===== config.mk =====
export PLATFORM = sky130hd
export DESIGN_NAME = weight_row_sequencer
export DESIGN_NICKNAME = d
export VERILOG_FILES = /design/src/rtl/weight_row_sequencer.sv
export SDC_FILE = /design/constraint.sdc
export NUM_CORES = 1
export LEC_CHECK = 0
export ABC_CLOCK_PERIOD_IN_PS = 1700
export BUFFER_PORTS_ARGS = -buffer_cell sky130_fd_sc_hd__buf_2
export CELL_PAD_IN_SITES_DETAIL_PLACEMENT = 0
export CELL_PAD_IN_SITES_GLOBAL_PLACEMENT = 1
export CORE_ASPECT_RATIO = 2
export CORE_UTILIZATION = 33
export CTS_CLUSTER_SIZE = 12
export DETAILED_ROUTE_END_ITERATION = 12
export PLACE_DENSITY_LB_ADDON = 0.08
export SLEW_MARGIN = 25
export SYNTH_ARGS = -nofsm -noshare
export SYNTH_HDL_FRONTEND = slang
export SYNTH_SLANG_ARGS = --single-unit
export TNS_END_PERCENT = 20

===== constraint.sdc =====
create_clock -name Clk -period 1.7 [get_ports Clk]
set_input_delay 0.34 -clock Clk [delete_from_list [all_inputs] [get_ports Clk]]
set_output_delay 0.34 -clock Clk [all_outputs]
set_load 0.01 [all_outputs]

===== src/rtl/weight_row_sequencer.sv =====
// rtl/weight_row_sequencer.sv - drives the weight-row mux select and streams rows 0..SEL_SIZE-1 over valid/ready
// Optional feature macro: WEIGHT_SEQ_LOOP_EN (adds input Loop to restart a pass without returning to IDLE).
module weight_row_sequencer #(
  parameter int OUT_SIZE = 133,
  parameter int SEL_SIZE = 112,
  parameter int SEL_BIT  = 7
) (
  input  logic                Clk,
  input  logic                Rst_n,
  input  logic                Start,
  output logic [SEL_BIT-1:0]  Select,
  input  logic [OUT_SIZE-1:0] Mux_Out,
  output logic [OUT_SIZE-1:0] Out_Data,
  output logic [SEL_BIT-1:0]  Out_Index,
  output logic                Out_Valid,
  input  logic                Out_Ready,
  output logic                Out_Last,
  output logic                Busy,
`ifdef WEIGHT_SEQ_LOOP_EN
  output logic                Done,
  input  logic                Loop
`else
  output logic                Done
`endif
);

  localparam logic [SEL_BIT-1:0] LP_LAST = SEL_BIT'(SEL_SIZE - 1);

  typedef enum logic [1:0] {
    S_IDLE = 2'd0,
    S_LOAD = 2'd1,
    S_SEND = 2'd2
  } state_t;

  state_t                r_state;
  logic [SEL_BIT-1:0]    r_select;
  logic [OUT_SIZE-1:0]   r_out_data;
  logic [SEL_BIT-1:0]    r_out_index;
  logic                  r_out_valid;
  logic                  r_out_last;
  logic                  r_busy;
  logic                  r_done;

  logic                  w_handshake;
  logic                  w_capture;
  logic                  w_loop;

  assign w_handshake = r_out_valid && Out_Ready;
  // A row is captured on the settle cycle and on every non-final handshake (zero-bubble streaming).
  assign w_capture   = (r_state == S_LOAD) ||
                       ((r_state == S_SEND) && w_handshake && !r_out_last);

`ifdef WEIGHT_SEQ_LOOP_EN
  assign w_loop = Loop;
`else
  assign w_loop = 1'b0;
`endif

  // Single FSM: pass control, row capture and all registered outputs.
  always_ff @(posedge Clk or negedge Rst_n) begin
    if (!Rst_n) begin
      r_state     <= S_IDLE;
      r_select    <= '0;
      r_out_data  <= '0;
      r_out_index <= '0;
      r_out_valid <= 1'b0;
      r_out_last  <= 1'b0;
      r_busy      <= 1'b0;
      r_done      <= 1'b0;
    end else begin
      r_done <= 1'b0;

      if (w_capture) begin
        r_out_data  <= Mux_Out;
        r_out_index <= r_select;
        r_out_last  <= (r_select == LP_LAST);
        r_out_valid <= 1'b1;
        if (r_select < LP_LAST) begin
          r_select <= r_select + 1'b1;
        end
      end

      case (r_state)
        S_IDLE: begin
          // A Start coinciding with the Done pulse belongs to the pass just finished, so it is dropped.
          if (Start && !r_done) begin
            r_select <= '0;
            r_busy   <= 1'b1;
            r_state  <= S_LOAD;
          end
        end
        S_LOAD: begin
          r_state <= S_SEND;
        end
        S_SEND: begin
          if (w_handshake && r_out_last) begin
            r_out_valid <= 1'b0;
            r_out_last  <= 1'b0;
            r_select    <= '0;
            r_done      <= 1'b1;
            if (w_loop) begin
              r_state <= S_LOAD;
            end else begin
              r_busy  <= 1'b0;
              r_state <= S_IDLE;
            end
          end
        end
        default: begin
          r_state <= S_IDLE;
          r_busy  <= 1'b0;
        end
      endcase
    end
  end

  assign Select    = r_select;
  assign Out_Data  = r_out_data;
  assign Out_Index = r_out_index;
  assign Out_Valid = r_out_valid;
  assign Out_Last  = r_out_last;
  assign Busy      = r_busy;
  assign Done      = r_done;

endmodule


== Yosys cells after proc, flatten, opt, wreduce, memory -nomap -nowiden ==
Index checks and enable logic that the tools add are counted.
Widths: inputs -> output; s select.
Cells by class
  bitwise logic cells: 1
  equal/unequal tests: 5
  shifts and indexed selects: 0
  div/mod/pow operators: 0
  $lt $le $gt $ge: 1
  muxes and demuxes: 19
  multipliers: 0
  reduce and logical (&&, ||, !) cells: 11
  add/subtract/negate cells: 1
Operator list (count)
  $mux 7: 4
  $pmux 7 s2: 1
  $mux 1: 10
  $add 7x1->7 const B: 1
  $eq 7x7->1 const B: 1
  $lt 7x7->1 const B: 1
  $pmux 2 s3: 1
  $logic_and 1x1->1: 5
  $mux 2: 2
  $pmux 1 s3: 1
  $reduce_and 3->1: 1
  $eq 2x1->1 const B: 1
  $eq 2x2->1 const B: 1
  $logic_not 1->1: 2
  $logic_not 2->1: 1
  $ne 2x1->1 const B: 1
  $ne 2x2->1 const B: 1
  $reduce_and 2->1: 1
  $logic_or 1x1->1: 1
  $not 1->1: 1
Word-level totals
  bits in read-only memories: 0
  output and inout port bits: 151
  input port bits: 137
  memory bits (writable): 0
  memories kept: 0
  bits in latches: 0
  logic and storage cells: 46
  register bits: 153

== Depth between registers and ports, before layout ==
  depth after elaboration: 7
  gate-level depth with buffers: 6
  depth with buffers taken out: 4

== Worst setup path before layout ==
Ideal clock, no wire load.
  path kind: reg-to-reg
  start point: register r_state[0]
  end point: register r_select[0], in the netlist Select[0]
  clock period less this slack: 1551 ps
  required time: 1622 ps
  setup slack: 149 ps
  setup time: 78 ps
  path buffers: 1
  cell stages (with the launch flop): 6
  data arrival time: 1473 ps
  path through: dfrtp_1 -> nand2b_1 -> o31a_1 -> buf_2 -> or3_1 -> a21oi_1
Between the ends
  longest elaborated chain between the ends: 7
  elaborated cells on any way between the ends: 10
  those cells by class: eq/ne: 2; mux: 4; reduce/logical: 4
RTL lines
  start: declaration: line 35  | state_t r_state;
  start signal: assignment: line 62  | r_state <= S_IDLE;
  start signal: assignment: line 89  | r_state <= S_LOAD;
  start signal: assignment: line 93  | r_state <= S_SEND;
  $eq 2x2->1: line 51, 83
  $logic_and 1x1->1 (2 in series): line 51  | ((r_state == S_SEND) && w_handshake && !r_out_last);
  $logic_or 1x1->1: line 50  | assign w_capture = (r_state == S_LOAD) ||
  $mux 7: line 73  | if (w_capture) begin
  $mux 7 (on tied branches): line 96, 86
  $pmux 7 s2 *: line 83  | case (r_state)
  end signal: assignment: line 79  | r_select <= r_select + 1'b1;
  end: declaration: line 36  | logic [SEL_BIT-1:0] r_select;
Every way passes the cells marked *; elsewhere a longest branch is shown, timed or not.
A chain may end at the register's enable or synchronous reset.

== Final worst setup path ==
Same ends and word-level chain as after synthesis.

==> qor.csv <==
metric,value,unit
path_clk_slew,60,ps
htreeDepth,4,
worst_path_max_delay_cell,dfrtp_1,
cap_viol_max_count,0,
grtUsageTotal,20.25,%
power_frac_clock,22.6,%
skew,13.73,ps
r2r_slack,110,ps
ys_ff_latch,153,
wl_per_cell,15.19,µm
setup_violations,0,
synthDominantCellAreaShare,65.38,%
ir_drop,891.8,µV
final_nets,1089,
holdPathStages,3,
drt_pass1_iterations,4,
slew_headroom,62.67,%
tns,0,ps
die_y,190.4,µm
period_minus_slack,1595,ps
grt_pass1_wl,27.41,mm
yosysMostFrequentCell,nand2_1,
drive_gt1_share,35.58,%
ys_types,30,
pwr-share-seq,37.5,%
timing.fmax,0.6271,GHz
clock-sinks,153,
syn_inst,655,
syn_nets,793,
routabilityCongestion,0.7589,
area_growth,42.33,%
ys_top_cells_by_area,"dfrtp_1, nand2_1, buf_2, clkbuf_1, a31oi_1",
rsz0062_at_grt,no,
cts-root-buf,clkbuf_16,
chipWidth,96.19,µm
hold_path_end,Out_Data[9]$_DFFE_PN0N_,
drt-total-wl,17.85,mm
slowest_delay,390,ps
rr_worst_depth,5,
numCtsBuffers,17,
initial_core_util,33.90,%
cts_buffer_depth,2,
io_pins,288,
avgSynthCellArea,8.940,µm²
switchingPower,0.006326,W
netlist_area,0.005856,mm²
worstSetupPathType,reg2reg,
ys.flop_type,dfrtp_1,
worstHoldStart,Mux_Out[9],
hold_ws,104.9,ps
critPathMaxFanout,39,
antenna_found_initial,1,
finalCritPeriodShare,93.80,%
worst_ep_required_time,2000,ps
cp_data_arrival_time,1890,ps
worstMarginPinSlew,552.1,ps
ys_warn_count,0,
leakage,4.858,nW
worst_setup_path_start_kind,flop,
finalMaxSlewViolations,0,
run_status,"complete, no violations",
cts_tree,yes,
grt_max_degree,78,
synth_common_cells,"nand2_1, dfrtp_1, buf_2, clkbuf_1, nor2_1",
grt_pass1_vias,5512,
vias_per_cell,4.544,
end_kind,flop,
die_area,0.01831,mm²
row_count,68,
power.switching_fraction,38.82,%
fp.coreArea,0.01727,mm²
yosys.area.top_type,dfrtp_1,
cp.buffers_inverters,1,
hold_viol_final,0,
final_antenna_net_count,0,
vias,5339,
power_density,1955,mW/mm²
crit_chain,nand2b_2 -> o31a_4 -> buf_16 -> o21ai_0 -> a21oi_1,
async_reset_ff_share,100.0,%
dp_hpwl,13.09,mm
first_iter_violations,125,
internal-power,0.009970,W
grt_overflow,0,
r2r_start,r_state[0]$_DFFE_PN0P_,
synth_edf_count,0,
min-delay-path-class,in2reg,
cp_top_family,compound AO/OA/AOI/OAI gates,
drc,0,
port_buffers,287,
power_frac_comb,39.9,%
seq_area_frac_synth,65.38,%
timing.rr.end,Select[0]$_DFF_PN0_,
clk_latency,430,ps
[routing by layer]
layer / track usage [%] / part of all wire [%] / up-vias
li1: - / - / 2601
met1: 19.17 / 34 / 2498
met2: 37.45 / 55 / 199
met3: 6.140 / 6.1 / 41
met4: 10.68 / 4.2 / 0
met5: 0 / 0 / -
[through the flow]
stage               instance area [µm²]  total power (W)  setup WS (ps)  utilization (%)  instances
floorplan                          5856         0.009560          149.4                -        655
global placement                   7679          0.01243          14.98            44.46       1139
detailed placement                 7679          0.01265          9.426            44.46       1139
CTS                                8274          0.01640          13.09            47.91       1172
global route                       8334          0.01763          3.313            48.25       1175
finish                             8334          0.01630          105.5            48.25       1175
[how the worst max path moves through the flow]
| stage | end | start | slack [ps] | depth (start not counted) |
|---|---|---|---|---|
| 2_1_floorplan | Select[0]$_DFF_PN0_ | r_state[0]$_DFFE_PN0P_ | 150 | 5 |
| 3_3_place_gp | Select[1]$_DFF_PN0_ | r_state[0]$_DFFE_PN0P_ | 10 | 5 |
| 3_5_place_dp | Select[1]$_DFF_PN0_ | r_state[0]$_DFFE_PN0P_ | 9 | 6 |
| 4_1_cts | Out_Data[44]$_DFFE_PN0N_ | r_state[0]$_DFFE_PN0P_ | 10 | 5 |
| 5_1_grt | Select[0]$_DFF_PN0_ | r_state[0]$_DFFE_PN0P_ | 3 | 6 |
| 6_report | Select[0]$_DFF_PN0_ | r_state[0]$_DFFE_PN0P_ | 110 | 5 |
[tightest hold or removal path, stage by stage]
cell and delay, ps:
buf_2 70, nand2_1 40, nand2_1 50
[cells by family (layout without fill, tap and decap cells)]
group,after synthesis,after routing,synth area share [%]
AND/OR/NAND/NOR,448,448,29.59
flip-flops,153,153,65.38
buffers and inverters,36,345,2.714
AO/OA/AOI/OAI,15,15,1.752
multiplexers,2,2,0.3419
adder cells (fa/ha/maj),1,1,0.2136
other,0,1,0
[sequential cells by signal, summed over array words and instances, names as in the netlist]
signal / count
Out_Valid: 1
Done: 1
Select: 7
r_state: 2
Out_Index: 7
Busy: 1
Out_Last: 1
Out_Data: 133
[final cells by class]
class	instances	area, µm²
antenna	1	2.502
clock buffer	23	488.0
inverter	3	11.26
fill	1749	8937
tap	210	262.8
sequential	153	3829
timing repair buffer	310	1758
clock inverter	9	90.09
multi-input combinational	466	1893
[placed cells by master (no fill, tap or decap), drive strengths merged, types with 3 or more instances in the layout]
master	Yosys	final
a31oi	4	4
nor2	5	5
dfrtp	153	153
o21ai	3	3
buf	17	308
inv	3	4
nand2	425	425
clkinvlp	0	5
clkbuf	16	24
[power by group through the flow]
stage | Sequential (W) | Combinational [W] | Clock, W
after CTS | 0.00613 | 0.00649 | 0.00379
after detailed placement | 0.00617 | 0.00648 | 0
after global routing | 0.00635 | 0.00735 | 0.00393
after floorplan | 0.00695 | 0.00261 | 0
final | 0.00611 | 0.00650 | 0.00369
after global placement | 0.00612 | 0.00632 | 0
[what timing repair did]
item                                    in CTS  in global routing
buffers inserted                             0                  1
resized for setup                            1                  9
hold buffers                                 1                  0
gates cloned                                 0                  1
endpoints found under the hold margin       34                  0
endpoints found under the setup margin      13                105
pin swaps                                    0                  1
(Power assumes the default switching activity.)
